--- config.mk ---
export PLATFORM = sky130hd
export DESIGN_NAME = divider_8bit_flat
export DESIGN_NICKNAME = d
export VERILOG_FILES = /design/src/rtl/divider_8bit_if.sv /design/src/rtl/divider_8bit.sv /design/src/flat_wrapper.sv
export SDC_FILE = /design/constraint.sdc
export NUM_CORES = 1
export LEC_CHECK = 0
export ABC_AREA = 1
export ABC_CLOCK_PERIOD_IN_PS = 3600
export CORE_ASPECT_RATIO = 1.75
export CORE_MARGIN = 1.5
export CORE_UTILIZATION = 35
export CTS_CLUSTER_SIZE = 40
export DETAILED_ROUTE_END_ITERATION = 10
export PLACE_DENSITY = 0.62
export SYNTH_ARGS = -nofsm -noshare
export SYNTH_HDL_FRONTEND = slang
export SYNTH_SLANG_ARGS = --single-unit
--- constraint.sdc ---
create_clock -name Clk -period 3.6 [get_ports Clk]
set_input_delay 0.72 -clock Clk [delete_from_list [all_inputs] [get_ports Clk]]
set_output_delay 0.72 -clock Clk [all_outputs]
set_load 0.1 [all_outputs]
--- src/rtl/divider_8bit_if.sv ---
// divider_8bit_if: switch/button front end and register/display outputs of the 8-bit divider
interface divider_8bit_if;
  logic       ClearA_LoadB;
  logic       Run;
  logic [7:0] S;
  logic [7:0] Aval;
  logic [7:0] Bval;
  logic [7:0] Mval;
  logic       X;
  logic       Busy;
  logic       DivZero;
  logic [6:0] AhexU;
  logic [6:0] AhexL;
  logic [6:0] BhexU;
  logic [6:0] BhexL;
  modport master (
    output ClearA_LoadB, Run, S,
    input  Aval, Bval, Mval, X, Busy, DivZero, AhexU, AhexL, BhexU, BhexL
  );
  modport slave (
    input  ClearA_LoadB, Run, S,
    output Aval, Bval, Mval, X, Busy, DivZero, AhexU, AhexL, BhexU, BhexL
  );
endinterface

--- src/rtl/divider_8bit.sv ---
// divider_8bit: unsigned 8-bit restoring divider, B becomes quotient and A remainder after 16 iteration edges
module divider_8bit (
  input logic          Clk,
  input logic          Reset,
  divider_8bit_if.slave bus
);
  typedef enum logic [1:0] {READY, SHIFT, SUB, DONE} state_t;
  state_t     state;
  logic [7:0] a, b, m;
  logic       x, busy, div_zero;
  logic [2:0] cnt;
  logic [9:0] diff;
  logic       borrow;
  // one extra bit so a true borrow is seen even when {x,a} and m are both large
  assign diff   = {1'b0, x, a} - {2'b00, m};
  assign borrow = diff[9];
  function automatic logic [6:0] seg(input logic [3:0] d);
    case (d)
      4'h0: seg = 7'b1000000;
      4'h1: seg = 7'b1111001;
      4'h2: seg = 7'b0100100;
      4'h3: seg = 7'b0110000;
      4'h4: seg = 7'b0011001;
      4'h5: seg = 7'b0010010;
      4'h6: seg = 7'b0000010;
      4'h7: seg = 7'b1111000;
      4'h8: seg = 7'b0000000;
      4'h9: seg = 7'b0010000;
      4'hA: seg = 7'b0001000;
      4'hB: seg = 7'b0000011;
      4'hC: seg = 7'b1000110;
      4'hD: seg = 7'b0100001;
      4'hE: seg = 7'b0000110;
      4'hF: seg = 7'b0001110;
    endcase
  endfunction
  always_ff @(posedge Clk or posedge Reset) begin
    if (Reset) begin
      state    <= READY;
      a        <= 8'h00;
      b        <= 8'h00;
      m        <= 8'h00;
      x        <= 1'b0;
      cnt      <= 3'd0;
      busy     <= 1'b0;
      div_zero <= 1'b0;
    end else begin
      case (state)
        READY: begin
          if (bus.ClearA_LoadB) begin
            a <= 8'h00;
            b <= bus.S;
            x <= 1'b0;
          end else if (bus.Run) begin
            m        <= bus.S;
            div_zero <= bus.S == 8'h00;
            cnt      <= 3'd0;
            busy     <= 1'b1;
            state    <= SHIFT;
          end
        end
        SHIFT: begin
          {x, a, b} <= {a, b, 1'b0};
          state     <= SUB;
        end
        SUB: begin
          a    <= borrow ? a : diff[7:0];
          b[0] <= ~borrow;
          x    <= 1'b0;
          cnt  <= cnt == 3'd7 ? cnt : cnt + 3'd1;
          busy <= cnt != 3'd7;
          state <= cnt == 3'd7 ? DONE : SHIFT;
        end
        DONE: state <= bus.Run ? DONE : READY;
      endcase
    end
  end
  assign bus.Aval    = a;
  assign bus.Bval    = b;
  assign bus.Mval    = m;
  assign bus.X       = x;
  assign bus.Busy    = busy;
  assign bus.DivZero = div_zero;
  assign bus.AhexU   = seg(a[7:4]);
  assign bus.AhexL   = seg(a[3:0]);
  assign bus.BhexU   = seg(b[7:4]);
  assign bus.BhexL   = seg(b[3:0]);
endmodule
--- src/flat_wrapper.sv ---
// flat-port wrapper written by rule: the top's interface ports become plain ports
module divider_8bit_flat 
  (Clk, Reset, bus_ClearA_LoadB, bus_Run, bus_S, bus_Aval, bus_Bval, bus_Mval, bus_X, bus_Busy, bus_DivZero, bus_AhexU, bus_AhexL, bus_BhexU, bus_BhexL);
  divider_8bit_if bus_i ();
  input logic Clk;
  input logic Reset;
  input wire logic [$bits(bus_i.ClearA_LoadB)-1:0] bus_ClearA_LoadB;
  input wire logic [$bits(bus_i.Run)-1:0] bus_Run;
  input wire logic [$bits(bus_i.S)-1:0] bus_S;
  output wire logic [$bits(bus_i.Aval)-1:0] bus_Aval;
  output wire logic [$bits(bus_i.Bval)-1:0] bus_Bval;
  output wire logic [$bits(bus_i.Mval)-1:0] bus_Mval;
  output wire logic [$bits(bus_i.X)-1:0] bus_X;
  output wire logic [$bits(bus_i.Busy)-1:0] bus_Busy;
  output wire logic [$bits(bus_i.DivZero)-1:0] bus_DivZero;
  output wire logic [$bits(bus_i.AhexU)-1:0] bus_AhexU;
  output wire logic [$bits(bus_i.AhexL)-1:0] bus_AhexL;
  output wire logic [$bits(bus_i.BhexU)-1:0] bus_BhexU;
  output wire logic [$bits(bus_i.BhexL)-1:0] bus_BhexL;
  assign bus_i.ClearA_LoadB = bus_ClearA_LoadB;
  assign bus_i.Run = bus_Run;
  assign bus_i.S = bus_S;
  assign bus_Aval = bus_i.Aval;
  assign bus_Bval = bus_i.Bval;
  assign bus_Mval = bus_i.Mval;
  assign bus_X = bus_i.X;
  assign bus_Busy = bus_i.Busy;
  assign bus_DivZero = bus_i.DivZero;
  assign bus_AhexU = bus_i.AhexU;
  assign bus_AhexL = bus_i.AhexL;
  assign bus_BhexU = bus_i.BhexU;
  assign bus_BhexL = bus_i.BhexL;
  divider_8bit u_core (.Clk(Clk), .Reset(Reset), .bus(bus_i));
endmodule
* Word-level counts from Yosys, hierarchy flattened
Memories as Yosys holds them, arrays and structs flattened. Cells that the tools add are included.
Word-level totals: bits in registers 32, bits in read-only memories 448, output and inout bits 55, memories kept 4
Memories:
- (no name shown) | depth 16, bits a word 7, rd ports 1, clocked after memory_dff 0, write ports 0, RTL line divider_8bit.sv:18 | case (d)
- (no name shown) | depth 16, bits a word 7, rd ports 1, clocked after memory_dff 0, write ports 0, RTL line divider_8bit.sv:18
- (no name shown) | depth 16, bits a word 7, rd ports 1, clocked after memory_dff 0, write ports 0, RTL line divider_8bit.sv:18
- (no name shown) | depth 16, bits a word 7, rd ports 1, clocked after memory_dff 0, write ports 0, RTL line divider_8bit.sv:18
Operators by class: add/subtract/negate cells 2, equal/unequal tests 10, multiplexer cells 20, bitwise operators 2, reduce and logical (&&, ||, !) cells 12
Operators by type and width (count):
- 2-to-1 mux 8 bit | 3
- one-hot mux 8 bit (3 select lines) | 1
- one-hot mux 7 bit (2 select lines) | 1
- != test 2 bit (second input constant) | 5
- subtractor 9 x 8 -> 10 bit | 1
- 2-to-1 mux 3 bit | 3
- AND reduction 3 bit | 3
- logical NOT 8 bit | 1
- 2-to-1 mux 2 bit | 4
- one-hot mux 2 bit (4 select lines) | 1
- one-hot mux 1 bit (3 select lines) | 2
- one-hot mux 3 bit (2 select lines) | 1
- AND reduction 2 bit | 3
- == test 2 bit (second input constant) | 2
- AND reduction 4 bit | 1
- nonzero test 2 bit | 2
- adder 3 x 1 -> 3 bit (second input constant) | 1
- == test 3 bit (second input constant) | 1
- 2-to-1 mux 1 bit | 3
- != test 3 bit (second input constant) | 1
- nonzero test 3 bit | 1
- == test 2 x 1 -> 1 bit (second input constant) | 1
- logical NOT 2 bit | 1
- inverter 1 bit | 2
- one-hot mux 1 bit (2 select lines) | 1

* Longest topological paths before layout
Gate-level depths: netlist of the first run.
word-level depth 3, depth in mapped cells 12, gate-level depth less buffers 12

* Least setup slack after synthesis of the first run
No wires, ideal clock.
kind flip-flop to output port, from reg u_core.b[2], in the netlist u_core.bus.Bval[2], to out bus_BhexL[2], arrival 3808 ps, slack -928 ps, stages on the path, launching flop included 3, cell sequence dfrtp_1 -> clkinv_1 -> o31ai_1
Between the ends: longest elaborated chain between the ends 1
RTL lines:
- start, declared | RTL line divider_8bit.sv:9 | logic [7:0] a, b, m;
- start signal, assigned | RTL line divider_8bit.sv:52 | b <= bus.S;
- start signal, assigned | RTL line divider_8bit.sv:63 | {x, a, b} <= {a, b, 1'b0};
- memory read (16 x 7 bit)
- end, declared | RTL line flat_wrapper.sv:19 | output wire logic [$bits(bus_i.BhexL)-1:0] bus_BhexL;
Every way passes these cells.

* Final worst setup path of the first run
from reg u_core.a[4], in the netlist u_core.bus.Aval[4], to out bus_AhexU[3]
Between the ends: longest elaborated chain between the ends 1
RTL lines:
- start, declared | RTL line divider_8bit.sv:9
- start signal, assigned | RTL line divider_8bit.sv:63
- start signal, assigned | RTL line divider_8bit.sv:67 | a <= borrow ? a : diff[7:0];
- memory read (16 x 7 bit)
- end, declared | RTL line flat_wrapper.sv:16 | output wire logic [$bits(bus_i.AhexU)-1:0] bus_AhexU;
Every way passes these cells.

==> impl_summary.txt, run 1 <==
----------------------------------------------------
[Critical path]
  CP startpoint kind ... flop
  Arr. time, crit path ... 1980 ps
  Highest cell delay on the worst timing path ... 490 ps
  Source of the critical timing path ... u_core.bus.Aval[4]
  Start-to-end type of the worst setup path ... reg2out
  Slowest stage cell on the critical path ... dfrtp_1
  Combined buffer and inverter count along the critical path ... 2
  R2R Path Start ... u_core.bus.Aval[0]
  Highest fanout seen on the critical path ... 8
  Type of destination of the critical path ... output port
  Largest delay contributor family on the critical path ... flip-flops
  Cells along the critical path ... inv_1 > ha_1 > a21oi_1 > o21ai_0 > o21ai_2 > buf_4
  Required arrival time at the worst endpoint ... 2880 ps

[Logic synthesis]
  Mapped Area ... 0.002882 mm2
  FF+latch count, synth ... 32
  Unique masters post-synth ... 37
  Count of warnings emitted by yosys ... 0
  Share of synthesized area occupied by flip-flops and latches ... 27.79%
  Synth top area share ... 27.79%
  Main area contributors after synthesis ... dfrtp_1, ha_1, nand2_1, o21ai_0, inv_1
  Biggest area consumer among synthesized cells ... dfrtp_1
  Post-Synthesis Cells ... 405
  Synthesized area per cell ... 7.115 um2
  Post-Syn Nets ... 457

[GRT]
  Global-route total usage across every layer ... 18.69%
  Leftover overflow at the end of global routing ... 0
  Global-route wire length before repair ... 12.93 mm
  Number of global-route vias before repair ... 2743
  Initial antenna violation count ... 0
  Maximum number of pins on one net before global-route repair ... 33

[Timing]
  Slew HR ... 33.17%
  Max Clock Skew ... 2.508 ps
  Peak clock frequency supported by timing ... 370.1 MHz
  Min cycle time layout ... 2702 ps
  Pins over their slew limit ... 0
  Number of endpoints failing setup at the final stage ... 0
  Slew at the pin closest to its max-slew limit ... 999.3 ps
  Worst path setup slack after routing ... 898.2 ps
  Setup repair after global routing missed its margin ... no
  Number of hold violations in the final report ... 0
  Part of the cycle the worst path needs ... 75.05%

[Clock tree]
  PostCTS Resize Cnt ... 0
  Total clock sinks ... 32
  CTS hold repair buffers ... 0
  Post-CTS setup-driven buffer insertion count ... 0
  Maximum root-to-sink buffer count ... 2
  Clock tree from TritonCTS ... yes
  Master cell of the clock root buffer ... clkbuf_16
  Number of buffers inserted during clock tree synthesis ... 5
  Clk pin slew, worst setup/hold paths ... 50 ps
  H-tree Lvls ... 2
  Clk_lat worst skew ... 280 ps

[Floorplanning]
  Ports placed on the boundary ... 67
  Core Region ... 0.007963 mm2
  Die boundary height ... 123.0 um
  Die width ... 71.59 um
  Initial core utilization ... 36.19%
  # rows ... 43
  Die Area ... 0.008808 mm2

[Placed design]
  Post-Place Worst Slack ... 1129 ps
  Routability congestion estimate from global placement ... 0.7849
  HPWL after DPL ... 6.148 mm
  Count of port buffers added during placement ... 66

[Finish]
  Final #Nets ... 521
  Final antenna diode count ... 0
  Share of final-layout standard cells stronger than drive strength 1 ... 16.42%
  Synthesis-to-layout area growth ... 29.74%
  Sequential cell area ... 800.8 um2
  Footprint of the multi-input gates ... 0.001896 mm2
  Filler Cells Inserted ... 825

[Run status]
  Status ... complete, but fails checks
  Failing checks ... design-rule violations

[Route]
  Number of search-and-repair iterations in the first detailed-routing pass ... 9
  Final wirelength ... 7.760 mm
  DRC marker count from the first detailed-route iteration ... 142
  Number of vias in the routed layout ... 2860
  Antenna-violating nets left ... 0
  Post-DR wirelength/cell ... 13.88 um
  DRC Markers ... 6
  Drt via density ... 5.116

[Run]
  Maximum capacitance violations ... 0

[Hold path]
  Worst hold start ... u_core.cnt[0]
  Worst Hold Class ... reg2reg

----------------------------------------------------
stage by stage:
| stage | hold WS, ps | cell area [um2] | TNS (ps) | instances | utilization [%] |
|---|---|---|---|---|---|
| CTS | 483.5 | 3739 | 0 | 559 | 46.95 |
| finish | 483.8 | 3739 | 0 | 559 | 46.95 |
| global route | 509.8 | 3739 | 0 | 559 | 46.95 |
| global placement | 473.3 | 3605 | 0 | 552 | 45.27 |
| detailed placement | 477.4 | 3605 | 0 | 552 | 45.27 |
| floorplan | 450.6 | 2954 | -202.6 | 405 | - |
Yosys cell counts, drive strengths merged:
cell type and instances:
nand2 112, inv 54, o21ai 43, ha 39, dfrtp 32, nand3 29, a21oi 28, nor2 21
o211ai 8, o31ai 7, clkbuf 6, buf 5, nand4 3, o22ai 3, clkinv 2, nor4 2
or2 2, a21o 1, a31o 1, a32oi 1, fa 1, nand3b 1, nor3 1, o21a 1
o311ai 1, o32ai 1
state kept, by name, indices dropped and copies added, names as in the netlist:
name                flops
u_core.bus.Mval         8
u_core.bus.Aval         8
u_core.bus.Busy         1
u_core.bus.X            1
u_core.cnt              3
u_core.state            2
u_core.bus.Bval         8
u_core.bus.DivZero      1
layout by cell type, fill, tap and decap left out, types with 2 or more instances in the layout:
master and instances:
o211ai_1 8, clkdlybuf4s50_1 30, inv_2 3, ha_1 39
dfrtp_1 32, clkbuf_16 5, o21ai_1 8, o21ai_2 2
o22ai_1 3, nor4_1 2, buf_4 38, a21oi_2 7
nor2_2 3, inv_1 51, nor2_1 14, nor2_4 3
nand4_1 2, nand2_1 110, clkinv_1 2, o21ai_0 33
nand3_1 28, o31ai_2 6, a21oi_1 21
layer usage:
layer | routed length, um | GRT usage, % | vias to the layer above
met1 | 2839 | 18.27 | 1323
met5 | 0 | 0 | -
li1 | - | - | 1459
met2 | 4479 | 38.14 | 68
met3 | 271 | 2.445 | 10
met4 | 170 | 7.429 | 0
cell type report:
type / count / share of cell area, %
multi-input cells: 306 / 50.70
flip-flops and latches: 32 / 21.42
repair buffers: 68 / 15.66
inverters: 56 / 5.622
clock buffers: 6 / 3.447
well taps: 90 / 3.012
clock inverters: 1 / 0.1339
cell families (layout without fill, tap and decap cells):
group,count (synthesis),after routing,share of synthesized area [%]
fa+ha+maj,40,40,17.63
compound gates,95,95,18.76
flops,32,32,27.79
simple gates,171,171,26.88
buf+inv,67,131,8.945
path summary, 6_finish.rpt:
| kind | cells after the start | slack (ps) | to |
|---|---|---|---|
| worst max-delay path | 6 | 900 | bus_AhexU[3] |
| worst min-delay path | 1 | 480 | u_core.cnt[0] |
| worst max register to register | 11 | 1590 | u_core.bus.Aval[4] |
| worst min register to register | 1 | 480 | u_core.cnt[0] |
| max in group asynchronous | 3 | 2450 | u_core.bus.Aval[2] |
| min in group asynchronous | 3 | 830 | u_core.bus.Bval[6] |
Power of run 1 is not shown: default switching activity piles up to over one toggle a cycle in this logic, so the estimate is an artifact.
==> run 2, diff against run 1 <==
--- a/config.mk
+++ b/config.mk
@@ -6,13 +6,13 @@
 export NUM_CORES = 1
 export LEC_CHECK = 0
 export ABC_AREA = 1
-export ABC_CLOCK_PERIOD_IN_PS = 3600
+export ABC_CLOCK_PERIOD_IN_PS = 2400
 export CORE_ASPECT_RATIO = 1.75
 export CORE_MARGIN = 1.5
 export CORE_UTILIZATION = 35
 export CTS_CLUSTER_SIZE = 40
 export DETAILED_ROUTE_END_ITERATION = 10
-export PLACE_DENSITY = 0.62
+export PLACE_DENSITY = 0.65
 export SYNTH_ARGS = -nofsm -noshare
 export SYNTH_HDL_FRONTEND = slang
 export SYNTH_SLANG_ARGS = --single-unit
==> constraint.sdc (replaced) <==
create_clock -name Clk -period 2.4 [get_ports Clk]
set_input_delay 0.48 -clock Clk [delete_from_list [all_inputs] [get_ports Clk]]
set_output_delay 0.48 -clock Clk [all_outputs]
set_load 0.1 [all_outputs]
==> run 2 against run 1 <==
- the flow still finishes with violations (design-rule violations)
- die area is the same
- global-route usage grew 1.2 points
- clock skew grew 2.9 ps
- hold slack gained 2.4 ps
- non-clock buffer count grew 8
- register-to-register slack lost 1200 ps
- largest cell class unchanged
==> impl_summary.txt, run 2 (same netlist as run 1, synthesis figures left out) <==
----------------------------------------------------
[Critical path]
  Destination of the worst register-to-register timing path ... u_core.bus.Aval[4] (unchanged)
  R2R Path Start ... u_core.bus.Aval[0] (unchanged)
  Arr. time, crit path ... 1840 ps (was 1980 ps)
  R2R cell count ... 11 (unchanged)
  Worst-case register-to-register setup slack ... 410 ps (was 1590 ps)
  Source of the critical timing path ... u_core.bus.Aval[1] (was u_core.bus.Aval[4])
  Slowest stage cell on the critical path ... dfrtp_4 (was dfrtp_1)
  Combined buffer and inverter count along the critical path ... 3 (was 2)
  Start-to-end type of the worst setup path ... reg2out (unchanged)
  Highest fanout seen on the critical path ... 8 (unchanged)
  Largest delay contributor family on the critical path ... flip-flops (unchanged)
  Type of destination of the critical path ... output port (unchanged)
  Cells along the critical path ... inv_4 > ha_1 > inv_1 > a21oi_2 > o21ai_0 > nand2_2 > buf_12 (was inv_1 > ha_1 > a21oi_1 > o21ai_0 > o21ai_2 > buf_4)
  Required arrival time at the worst endpoint ... 1920 ps (was 2880 ps)
  Highest cell delay on the worst timing path ... 530 ps (was 490 ps)
  CP startpoint kind ... flop (unchanged)

[Hold path]
  Worst Hold Depth ... 2 (was 1)
  Worst Hold Class ... reg2reg (unchanged)
  Worst hold start ... u_core.cnt[1] (was u_core.cnt[0])
  Worst Hold End ... u_core.cnt[1] (was u_core.cnt[0])

[GRT]
  Leftover overflow at the end of global routing ... 0 (unchanged)
  Number of global-route vias before repair ... 2905 (was 2743)
  Met3 Track Usage GR ... 2.934% (was 2.445%)
  Initial antenna violation count ... 0 (unchanged)
  Global Route met1 Usage ... 20.70% (was 18.27%)
  Global-route wire length before repair ... 13.60 mm (was 12.93 mm)
  Met2 capacity usage during global routing ... 37.21% (was 38.14%)
  Global-route total usage across every layer ... 19.85% (was 18.69%)
  Global routing's busiest layer ... met2 (unchanged)
  Maximum number of pins on one net before global-route repair ... 33 (unchanged)

[Finish]
  Finished Layout Cells ... 568 (was 559)
  Footprint of the multi-input gates ... 0.002103 mm2 (was 0.001896 mm2)
  Final #Nets ... 529 (was 521)
  Sequential cell area ... 850.8 um2 (was 800.8 um2)
  Top library cells by usage in the layout, fill and taps aside ... nand2_1, inv_1, ha_1, buf_4, o21ai_0 (unchanged)
  Share of final-layout standard cells stronger than drive strength 1 ... 30.13% (was 16.42%)
  Most frequent standard cell in the layout excluding fill and tap cells ... nand2_1 (unchanged)
  Final antenna diode count ... 0 (unchanged)
  Filler Cells Inserted ... 736 (was 825)
  Synthesis-to-layout area growth ... 52.37% (was 29.74%)
  Utilization after layout ... 55.14% (was 46.95%)

[Timing]
  Smallest hold slack ... 486.2 ps (was 483.8 ps)
  Slew HR ... 68.55% (was 33.17%)
  Peak clock frequency supported by timing ... 430.5 MHz
  Number of hold violations in the final report ... 0 (unchanged)
  Max Clock Skew ... 5.377 ps (was 2.508 ps)
  Setup repair after global routing missed its margin ... no (unchanged)
  Slew at the pin closest to its max-slew limit ... 466.8 ps (was 999.3 ps)
  Min cycle time layout ... 2323 ps
  Setup tns final ... 0 ps (unchanged)
  Part of the cycle the worst path needs ... 96.78%
  Number of endpoints failing setup at the final stage ... 0 (unchanged)
  Pins over their slew limit ... 0 (unchanged)

[Clock tree]
  Clk_lat worst skew ... 290 ps (was 280 ps)
  Clock tree from TritonCTS ... yes (unchanged)
  Clk pin slew, worst setup/hold paths ... 50 ps (about the same)
  Master cell of the clock root buffer ... clkbuf_16 (unchanged)
  H-tree Lvls ... 2 (unchanged)
  Maximum root-to-sink buffer count ... 2 (unchanged)
  Number of buffers inserted during clock tree synthesis ... 5 (unchanged)
  Total clock sinks ... 32 (unchanged)
  CTS hold repair buffers ... 0 (unchanged)

[Run]
  Maximum capacitance violations ... 0 (unchanged)

[Route]
  Final wirelength ... 8.320 mm (was 7.760 mm)
  Number of vias in the routed layout ... 2968 (was 2860)
  Number of search-and-repair iterations in the first detailed-routing pass ... 7 (was 9)
  Post-DR wirelength/cell ... 14.65 um (was 13.88 um)
  DRC marker count from the first detailed-route iteration ... 98 (was 142)
  Drt via density ... 5.225 (was 5.116)
  Antenna-violating nets left ... 0 (unchanged)
  DRC Markers ... 8 (was 6)

[Floorplanning]
  Core Region ... 0.007963 mm2 (unchanged)
  # rows ... 43 (unchanged)
  Initial core utilization ... 36.19% (unchanged)
  Die width ... 71.59 um (unchanged)
  Die Area ... 0.008808 mm2 (unchanged)
  Die boundary height ... 123.0 um (unchanged)
  Ports placed on the boundary ... 67 (unchanged)

[Placed design]
  Routability congestion estimate from global placement ... 0.8761 (was 0.7849)
  Cell total after placement ... 559 (was 552)
  HPWL after DPL ... 6.633 mm (was 6.148 mm)
  Count of port buffers added during placement ... 66 (unchanged)

[Run status]
  Status ... complete, but fails checks (unchanged)
  Failing checks ... design-rule violations (unchanged)

----------------------------------------------------
run 2: metal layers:
layer,share of wire (%),vias to the layer above
met2,56,72
met1,37,1392
met4,3.2,0
met5,0,-
met3,3.3,17
li1,-,1487
run 2: what timing repair did:
action | 4_1_cts | 5_1_grt
buffers inserted | 0 | 1
hold endpoints to repair | 0 | 0
pin swaps | 0 | 1
endpoints found under the setup margin | 1 | 6
resized for setup | 1 | 8
run 2: layout make-up:
cell class | count | share of cell area [%]
Clock buffer | 6 | 3.163
Clock inverter | 2 | 0.2280
Inverter | 56 | 5.158
Multi-Input combinational cell | 306 | 47.91
Sequential cell | 32 | 19.38
Tap cell | 90 | 2.565
Timing Repair Buffer | 76 | 21.60
run 2: per-stage QoR:
step	worst slack [ps]	area (um2)
after floorplan	-144.5	3226
after global placement	349.1	4220
after detailed placement	312.8	4220
after CTS	22.38	4373
after global routing	1.899	4390
final	77.38	4390
run 2: worst min-delay path, cell delays in order, from the launching register on:
cell and delay (ps):
dfrtp_1 340, nand2_1 60, nand2_1 60
run 2: worst max-delay path by stage:
stage / to / slack (ps) / cells after the start
after floorplan: bus_BhexL[2] / -140 / 2
after CTS: bus_AhexL[3] / 20 / 6
after global routing: bus_AhexL[3] / 2 / 6
after global placement: bus_AhexL[0] / 350 / 7
after detailed placement: bus_AhexL[0] / 310 / 7
final: bus_AhexL[0] / 80 / 7
Power of run 2 is left out for the same reason.
